--- config.mk ---
export PLATFORM = sky130hd
export DESIGN_NAME = sprite_draw_scheduler
export DESIGN_NICKNAME = d
export VERILOG_FILES = /design/src/rtl/sprite_draw_scheduler.sv
export SDC_FILE = /design/constraint.sdc
export NUM_CORES = 1
export LEC_CHECK = 0
export ABC_AREA = 1
export BUFFER_PORTS_ARGS = -buffer_cell sky130_fd_sc_hd__buf_2
export CAP_MARGIN = 30
export CORE_ASPECT_RATIO = 2
export CORE_UTILIZATION = 50
export CTS_CLUSTER_SIZE = 12
export DETAILED_ROUTE_END_ITERATION = 12
export PLACE_DENSITY_LB_ADDON = 0.3
export SLEW_MARGIN = 20
export SYNTH_ARGS = -nofsm -noshare
export SYNTH_HDL_FRONTEND = slang
export SYNTH_SLANG_ARGS = --single-unit
--- constraint.sdc ---
create_clock -name clock -period 4.05 [get_ports clock]
set_input_delay 0.2025 -clock clock [delete_from_list [all_inputs] [get_ports clock]]
set_output_delay 0.2025 -clock clock [all_outputs]
set_load 0.03 [all_outputs]
--- src/rtl/sprite_draw_scheduler.sv ---
// Round-robin scheduler that hands a single VGA plot port to one of four sprite
// requesters and walks that requester's 5x5 mask. Optional macro: SCHED_ERASE_FIRST_EN.
module sprite_draw_scheduler (
   input  logic          clock,
   input  logic          reset,
   input  logic [3:0]    req,
   input  logic [3:0]    erase_in,
   input  logic [31:0]   x_in,
   input  logic [27:0]   y_in,
   input  logic [11:0]   colour_in,
   input  logic [99:0]   shape_in,
   output logic [3:0]    grant,
   output logic [3:0]    done,
   output logic          busy,
   output logic          plot_en,
   output logic [7:0]    x,
   output logic [6:0]    y,
   output logic [2:0]    colour
);

   localparam int unsigned N  = 4;
   localparam int unsigned PW = 2;
   localparam int unsigned XW = 8;
   localparam int unsigned YW = 7;
   localparam int unsigned CW = 3;
   localparam int unsigned SW = 25;
   localparam int unsigned LW = 5;
   localparam int unsigned RW = 3;
   localparam logic [LW-1:0] LAST_LOC = LW'(SW - 1);
   localparam logic [RW-1:0] LAST_COL = RW'(4);

   typedef enum logic [1:0] {IDLE, LATCH, DRAW, DONE} state_e;

   state_e           state_q, state_d;
   logic [PW-1:0]    ptr_q, ptr_d;
   logic [PW-1:0]    gidx_q, gidx_d;
   logic [N-1:0]     grant_q, grant_d;
   logic [N-1:0]     done_q, done_d;
   logic             busy_q, busy_d;
   logic [LW-1:0]    loc_q, loc_d;
   logic [RW-1:0]    row_q, row_d;
   logic [RW-1:0]    col_q, col_d;
   logic [XW-1:0]    xbase_q, xbase_d;
   logic [YW-1:0]    ybase_q, ybase_d;
   logic [CW-1:0]    col_reg_q, col_reg_d;
   logic [SW-1:0]    shape_q, shape_d;
   logic             erase_q, erase_d;
   logic             plot_en_q, plot_en_d;
   logic [XW-1:0]    x_q, x_d;
   logic [YW-1:0]    y_q, y_d;
   logic [CW-1:0]    colour_q, colour_d;

   logic [XW-1:0]    x_lane [N];
   logic [YW-1:0]    y_lane [N];
   logic [CW-1:0]    c_lane [N];
   logic [SW-1:0]    s_lane [N];

   logic [N-1:0]     cand;
   logic             win_found;
   logic [PW-1:0]    win_idx;

   // Split the flat buses into per-requester lanes.
   for (genvar i = 0; i < N; i++) begin : g_lane
      assign x_lane[i] = x_in[i*XW +: XW];
      assign y_lane[i] = y_in[i*YW +: YW];
      assign c_lane[i] = colour_in[i*CW +: CW];
      assign s_lane[i] = shape_in[i*SW +: SW];
   end

   // Round-robin search starting at ptr_q.
   always_comb begin
      cand      = req;
      win_found = 1'b0;
      win_idx   = '0;
`ifdef SCHED_ERASE_FIRST_EN
      if ((req & erase_in) != '0) cand = req & erase_in;
`endif
      for (int k = 0; k < int'(N); k++) begin
         if (!win_found && cand[ptr_q + PW'(k)]) begin
            win_found = 1'b1;
            win_idx   = ptr_q + PW'(k);
         end
      end
   end

   // Next state; pixel outputs are computed one cycle ahead so they leave registers.
   always_comb begin
      state_d   = state_q;
      ptr_d     = ptr_q;
      gidx_d    = gidx_q;
      grant_d   = grant_q;
      loc_d     = loc_q;
      row_d     = row_q;
      col_d     = col_q;
      xbase_d   = xbase_q;
      ybase_d   = ybase_q;
      col_reg_d = col_reg_q;
      shape_d   = shape_q;
      erase_d   = erase_q;
      done_d    = '0;
      busy_d    = 1'b0;
      plot_en_d = 1'b0;
      x_d       = '0;
      y_d       = '0;
      colour_d  = '0;

      case (state_q)
         IDLE: begin
            if (win_found) begin
               state_d = LATCH;
               gidx_d  = win_idx;
               grant_d = N'(1) << win_idx;
            end
         end
         LATCH: begin
            state_d   = DRAW;
            xbase_d   = x_lane[gidx_q];
            ybase_d   = y_lane[gidx_q];
            col_reg_d = c_lane[gidx_q];
            shape_d   = s_lane[gidx_q];
            erase_d   = erase_in[gidx_q];
            loc_d     = '0;
            row_d     = '0;
            col_d     = '0;
         end
         DRAW: begin
            if (loc_q == LAST_LOC) begin
               state_d = DONE;
            end else begin
               loc_d = loc_q + LW'(1);
               if (col_q == LAST_COL) begin
                  col_d = '0;
                  row_d = row_q + RW'(1);
               end else begin
                  col_d = col_q + RW'(1);
               end
            end
         end
         DONE: begin
            state_d = IDLE;
            ptr_d   = gidx_q + PW'(1);
            grant_d = '0;
         end
         default: state_d = IDLE;
      endcase

      busy_d = (state_d != IDLE);
      if (state_d == DONE) done_d = grant_q;
      if (state_d == DRAW) begin
         plot_en_d = erase_d | shape_d[loc_d];
         x_d       = xbase_d + XW'(col_d);
         y_d       = ybase_d + YW'(row_d);
         colour_d  = erase_d ? '0 : col_reg_d;
      end
   end

   always_ff @(posedge clock) begin
      if (reset) begin
         state_q   <= IDLE;
         ptr_q     <= '0;
         gidx_q    <= '0;
         grant_q   <= '0;
         done_q    <= '0;
         busy_q    <= 1'b0;
         loc_q     <= '0;
         row_q     <= '0;
         col_q     <= '0;
         xbase_q   <= '0;
         ybase_q   <= '0;
         col_reg_q <= '0;
         shape_q   <= '0;
         erase_q   <= 1'b0;
         plot_en_q <= 1'b0;
         x_q       <= '0;
         y_q       <= '0;
         colour_q  <= '0;
      end else begin
         state_q   <= state_d;
         ptr_q     <= ptr_d;
         gidx_q    <= gidx_d;
         grant_q   <= grant_d;
         done_q    <= done_d;
         busy_q    <= busy_d;
         loc_q     <= loc_d;
         row_q     <= row_d;
         col_q     <= col_d;
         xbase_q   <= xbase_d;
         ybase_q   <= ybase_d;
         col_reg_q <= col_reg_d;
         shape_q   <= shape_d;
         erase_q   <= erase_d;
         plot_en_q <= plot_en_d;
         x_q       <= x_d;
         y_q       <= y_d;
         colour_q  <= colour_d;
      end
   end

   assign grant   = grant_q;
   assign done    = done_q;
   assign busy    = busy_q;
   assign plot_en = plot_en_q;
   assign x       = x_q;
   assign y       = y_q;
   assign colour  = colour_q;

endmodule

==> results of run 1 <==
[registers in the layout, summed over array words and instances (netlist names)]
register and count:
shape_q 25, x 8, xbase_q 8, y 7
ybase_q 7, loc_q 5, done 4, grant 4
col_q 3, col_reg_q 3, colour 3, row_q 3
gidx_q 2, ptr_q 2, state_q 2, busy 1
erase_q 1, plot_en 1
[power groups by stage]
stage | sequential (mW) | combinational [mW] | clock, mW
global route | 1.29 | 3.44 | 0.859
finish | 1.26 | 3.00 | 0.812
CTS | 1.26 | 3.02 | 0.826
detailed placement | 1.28 | 3.00 | 0
floorplan | 1.29 | 2.34 | 0
global placement | 1.27 | 2.96 | 0
[cells in the final DEF (no fill, tap or decap), types with 6 or more instances in the layout]
cell	netlist	layout
ha_1	16	15
a21oi_1	40	40
or2_2	24	24
nor2_1	158	158
buf_2	13	209
buf_4	2	6
clkbuf_16	0	9
mux2i_1	7	7
xor2_1	7	7
nor3_1	7	7
nand2_1	194	194
o22ai_1	13	13
o211ai_1	6	6
inv_1	80	80
o21ai_0	76	76
nand3_1	65	65
dfxtp_1	89	87
[cell type report]
type / instances / area, µm²
inverters: 84 / 315
fillers: 1076 / 3970
multi-input cells: 656 / 3250
well taps: 140 / 175
clock inverters: 3 / 40.0
flip-flops and latches: 89 / 1790
repair buffers: 215 / 1090
clock buffers: 13 / 250
[worst max path at each step]
| stage | cells past startpoint | endpoint | start |
|---|---|---|---|
| after floorplan | 15 | x[4]$_SDFF_PP0_ | gidx_q[0]$_SDFFE_PP0P_ |
| after global placement | 15 | x[7]$_SDFF_PP0_ | state_q[0]$_SDFF_PP0_ |
| after detailed placement | 15 | x[7]$_SDFF_PP0_ | state_q[0]$_SDFF_PP0_ |
| after CTS | 15 | x[7]$_SDFF_PP0_ | state_q[0]$_SDFF_PP0_ |
| after global routing | 15 | x[7]$_SDFF_PP0_ | state_q[0]$_SDFF_PP0_ |
| final | 15 | x[7]$_SDFF_PP0_ | state_q[0]$_SDFF_PP0_ |
[worst register-to-register path, stage by stage, from the launching register on]
cell and delay (ns):
dfxtp_1 0.39, inv_1 0.11, ha_1 0.49, inv_1 0.17
nor2_4 0.19, clkinv_1 0.27, o211ai_1 0.28, inv_1 0.09
ha_1 0.28, a21oi_1 0.06, nor2_1 0.11, nor2_1 0.07
nor3_1 0.29, nand2_1 0.11, xnor2_1 0.15, nor2_1 0.05
[per-layer routing]
metal | GRT usage | share of wire | vias to the layer above
met4 | 0.144 | 0.034 | 0
met2 | 0.476 | 0.53 | 190
li1 | - | - | 3160
met5 | 0 | 0 | -
met1 | 0.267 | 0.39 | 2639
met3 | 0.0458 | 0.053 | 34
[kinds of logic after synthesis]
logic type	after synthesis	share of synthesized area
AND/OR/NAND/NOR	468	0.356
AO/OA/AOI/OAI	154	0.156
buffers and inverters	132	0.0961
flip-flops	89	0.320
adder cells (fa/ha/maj)	18	0.0432
XOR/XNOR	9	0.0155
multiplexers	7	0.0126
==> metrics, run 1 <==
status complete, no violations; Synth top area share 0.320; vias in the first global route 5317; fin cells 1200; Core ar. 10900 µm²; post-DR wirelength/cell 12.1 µm; die footprint 11600 µm²; r2r endpoint x[7]$_SDFF_PP0_; Routability Congestion 0.893; largest net degree at the start of global routing 67; post-synth cell types 46; Placed Instance Area 6620 µm²; Comb pwr share 0.591; global route overflow 0; Initial Util 0.511; final antenna-violating net count 0; first-pass GRT wire length 23.6 mm; Slew headroom 0.585; Hold Crit Start shape_in[26]; synth top area cells dfxtp_1 (32%), nand2_1 (13%), nor2_1 (11%); via count 6023; CTS Buffer Depth 2; root buf cell clkbuf_16; Reg2Reg Depth 15; RSZ-0062 raised after global routing no; final worst-path cycle share 0.799; FMAX 309 MHz; post-synth top area cell dfxtp_1; final instance area 6910 µm²; Async SR Flop Fraction 0; buffers plus inverters on the worst setup path 4; Worst-path clk slew 0.06 ns; sequential area share after synthesis 0.320; Vias/cell 5.02; Crit. End Element flop; Cells after Synth 877; reg-to-reg startpoint state_q[0]$_SDFF_PP0_; slowest stage delay, CP 0.49 ns; clk_skew 0.00640 ns; Hold EP shape_q[1]$_SDFF_PP0_; Hold Path Depth 5; P_int 2.65 mW; First-pass DRT Iterations 4; Slew @ Worst Pin 0.623 ns; Final Max Tran Viols 0; clock sinks 89; synthesized area per cell 6.34 µm²; row cnt 54; crit-path max FO 10; # diodes 0; sequential power share 0.249; post-synthesis register bit count 89; Data required, critical path 4.27 ns; final wirelength 14.6 mm; overall power 5.07 mW; Clk pwr share 0.160; Tot GR Track Use 0.256; Total Nets Final 1255; critical path type reg2reg; P_leak 3.53 nW; worst setup margin 0.816 ns; Worst Hold Class in2reg; CTS resizes 0; number of synthesized flops with an enable pin 0; count leader, synth nand2_1; IO buf count 209; Clock Latency Late Sink 0.34 ns; Inst Count DP 1184; Die H 151 µm; CP Data Arrival Time 3.46 ns; synth warn 0; postcts setup bufs 0; initial antenna violation count 0; top_reg_cell synth dfxtp_1; smallest hold slack 0.246 ns; CTS Hold Bufs 0; synth-to-layout area growth 24.2%; final core utilization 0.635; DP HPWL 11.0 mm; CTS tree built; delay-heaviest family, CP simple AND/OR/NAND/NOR gates; Setup crit start kind flop; MaxCap Viol Count 0; number of endpoints failing setup at the final stage 0; CP max stage cell ha_1; H-Tree Depth 3; I/O Pins 210; TritonCTS Buffers 9; pre-CTS setup slack 0.831 ns; Sw Share 0.477; switching power 2.42 mW; Max rail drop VDD 0.375 mV; setup TNS 0 ns; top cells by instance count after synthesis nand2_1 (194), nor2_1 (158), dfxtp_1 (89), inv_1 (80), o21ai_0 (76); Reg2Reg Setup Slack 0.82 ns; Post-Syn Nets 1077; Starting DRT DRC Count 225; share of cells above drive strength 1 0.258; synthesized area 5560 µm²; crit path cell chain inv_1 -> ha_1 -> inv_1 -> nor2_4 -> clkinv_1 -> o211ai_1 -> inv_1 -> ha_1 -> a21oi_1 -> nor2_1 -> nor2_1 -> nor3_1 -> nand2_1 -> xnor2_1 -> nor2_1; Final Hold Fails 0; Die X-Extent 76.6 µm; Pwr Density 734 nW/µm²; min Tclk post-route 3.23 ns; # DRC 0
Power figures use the tool's default switching activity.
==> run 2, diff against run 1 <==
--- a/config.mk
+++ b/config.mk
@@ -9,7 +9,7 @@
 export BUFFER_PORTS_ARGS = -buffer_cell sky130_fd_sc_hd__buf_2
 export CAP_MARGIN = 30
 export CORE_ASPECT_RATIO = 2
-export CORE_UTILIZATION = 50
+export CORE_UTILIZATION = 45
 export CTS_CLUSTER_SIZE = 12
 export DETAILED_ROUTE_END_ITERATION = 12
 export PLACE_DENSITY_LB_ADDON = 0.3
==> constraint.sdc (replaced) <==
create_clock -name clock -period 2.9 [get_ports clock]
set_input_delay 0.145 -clock clock [delete_from_list [all_inputs] [get_ports clock]]
set_output_delay 0.145 -clock clock [all_outputs]
set_load 0.03 [all_outputs]
==> run 2 against run 1 <==
  * Routed wire length rose by 7.0%
  * Sequential power rose by 35%
  * Non-clock buffer count rose by 14
  * Via count rose by 0.76%
  * Final cell count rose by 1.7%
  * Maximum frequency rose by 21%
  * Die area rose by 11%
  * Total power rose by 47%
  * Register-to-register slack got worse by 0.58 ns
  * Global-route usage fell by 1.0 points
  * Setup slack got worse by 0.58 ns
  * Sequential share of layout area fell by 0.75 points
==> metrics, run 2 (synthesis results as in run 1) <==
Largest register FFs 25 (unchanged); Final Hold Fails 0 (unchanged); Hold Crit Start reset; commonest cells after routing, fill and taps aside buf_2 (209), nand2_1 (194), nor2_1 (156); CP Data Arrival Time 2.94 ns (-0.52 ns); commonest non-fill, non-tap cell in the layout buf_2; first-pass GRT wire length 24.6 mm (+4.3%); Worst Hold Class in2reg; Reg2Reg Depth 14 (-1); Slew headroom 0.581 (-0.00395); Clock Latency Late Sink 0.34 ns (about the same); root buf cell clkbuf_16; final antenna-violating net count 0 (unchanged); crit-path max FO 5 (-5); Routability Congestion 0.869 (-2.7%); H-Tree Depth 3 (unchanged); FMAX 375 MHz (+21%); IO buf count 209 (unchanged); CTS tree built; Max rail drop VDD 0.501 mV (+33%); largest net degree at the start of global routing 65 (-3.0%); I/O Pins 210 (unchanged); final wirelength 15.6 mm (+7.0%); post-DR wirelength/cell 12.8 µm (+5.2%); CP startpoint loc_q[0]$_SDFF_PP0_; Reg2Reg Setup Slack 0.23 ns (-0.58 ns); Crit. End Element flop; CTS Buffer Depth 2 (unchanged); row cnt 57 (+5.6%); initial antenna violation count 0 (unchanged); final worst-path cycle share 0.920 (+0.122); Total Nets Final 1269 (+1.1%); critical path type reg2reg; P_leak 3.62 nW (+2.3%); RSZ-0062 raised after global routing yes; global route overflow 0 (unchanged); # diodes 0 (unchanged); Tot GR Track Use 0.245 (-0.0104); vias in the first global route 5537 (+4.1%); Data required, critical path 3.17 ns (-1.10 ns); fillers 1240 (+15%); CTS resizes 0 (unchanged); Setup crit start kind flop; share of cells above drive strength 1 0.277 (+0.0183); Die H 159 µm (+5.3%); reg-to-reg startpoint loc_q[0]$_SDFF_PP0_; CTS Hold Bufs 0 (unchanged); Pwr Density 1050 nW/µm² (+43%); clk_skew 0.00570 ns (-0.000697 ns); number of endpoints failing setup at the final stage 0 (unchanged); smallest hold slack 0.0697 ns (-0.176 ns); Core ar. 12100 µm² (+11%); via count 6069 (+0.76%); setup TNS 0 ns (unchanged); min Tclk post-route 2.67 ns (-0.566 ns); Initial Util 0.459 (-0.0525); Hold EP busy$_SDFF_PP0_; Vias/cell 4.97 (-0.89%); Die X-Extent 80.6 µm (+5.3%); Slew @ Worst Pin 0.629 ns (+0.00661 ns); postcts setup bufs 0 (unchanged); MaxCap Viol Count 0 (unchanged); First-pass DRT Iterations 6 (+2); Hold Path Depth 2 (-3); die footprint 12800 µm² (+11%); multi-input logic area 3300 µm² (+1.6%); TritonCTS Buffers 9 (unchanged); r2r endpoint x[6]$_SDFF_PP0_; Top reg by flops shape_q; Final Max Tran Viols 0 (unchanged); DP HPWL 11.8 mm (+7.1%); Worst-path clk slew 0.06 ns (about the same); status complete, no violations; FF/Latch Area 1790 µm² (unchanged); clock sinks 89 (unchanged); synth-to-layout area growth 27.9%; Starting DRT DRC Count 233 (+3.6%); # DRC 0 (unchanged)
## run 2: cell count changes in the layout (fill, tap and decap cells not counted), moves of 2 or more
| cell | change |
|---|---|
| nor2_1 | -2 |
| clkinv_2 | -2 |
| clkbuf_1 | -3 |
| buf_4 | +14 |
## run 2: routing by layer
metal / routed length, µm / track usage / vias up
li1: - / - / 3186
met3: 757 / 0.0413 / 33
met4: 455 / 0.102 / 0
met5: 0 / 0 / -
met2: 8450 / 0.475 / 172
met1: 5920 / 0.243 / 2678
## run 2: worst max path at each step
| stage | end | slack, ns | cells past startpoint |
|---|---|---|---|
| final | x[6]$_SDFF_PP0_ | 0.23 | 14 |
| after global routing | x[7]$_SDFF_PP0_ | 0.002 | 15 |
| after CTS | y[4]$_SDFF_PP0_ | 0.07 | 13 |
| after detailed placement | x[4]$_SDFF_PP0_ | 0.10 | 13 |
| after global placement | x[4]$_SDFF_PP0_ | 0.14 | 13 |
| after floorplan | x[4]$_SDFF_PP0_ | 0.06 | 15 |
## run 2: power by group
part	leakage, nW	switching (mW)	internal, mW	total, mW
Clock	0.158	0.471	0.798	1.27
Combinational	2.73	2.90	1.59	4.49
Sequential	0.728	0.133	1.57	1.70
Total	3.62	3.50	3.96	7.46
## run 2: cell type report
cell class / instances / area share
multi-input cells: 656 / 0.464
flip-flops and latches: 89 / 0.251
repair buffers: 229 / 0.168
inverters: 84 / 0.0443
clock buffers: 11 / 0.0355
well taps: 147 / 0.0259
clock inverters: 4 / 0.0107
## run 2: critical path, stage by stage (launching register included)
cell,delay (ns)
dfxtp_1,0.31
inv_1,0.09
ha_1,0.15
nand4_1,0.15
nand2_4,0.16
xor2_1,0.16
inv_1,0.07
nor3_1,0.14
ha_1,0.19
inv_1,0.05
fa_1,0.37
or2_2,0.34
a21oi_4,0.18
nand3_1,0.09
a21oi_1,0.15
## run 2: metrics by stage
step                       util  setup slack (ns)  std cells  cell area, µm²  power [mW]
final                     0.586             0.231       1220            7110        7.46
after global routing      0.586           0.00205       1220            7110        8.17
after CTS                 0.582            0.0742       1220            7060        7.47
after detailed placement  0.555             0.101       1205            6730        6.17
after global placement    0.555             0.139       1205            6730        6.11
after floorplan               -            0.0584        877            5560        5.06
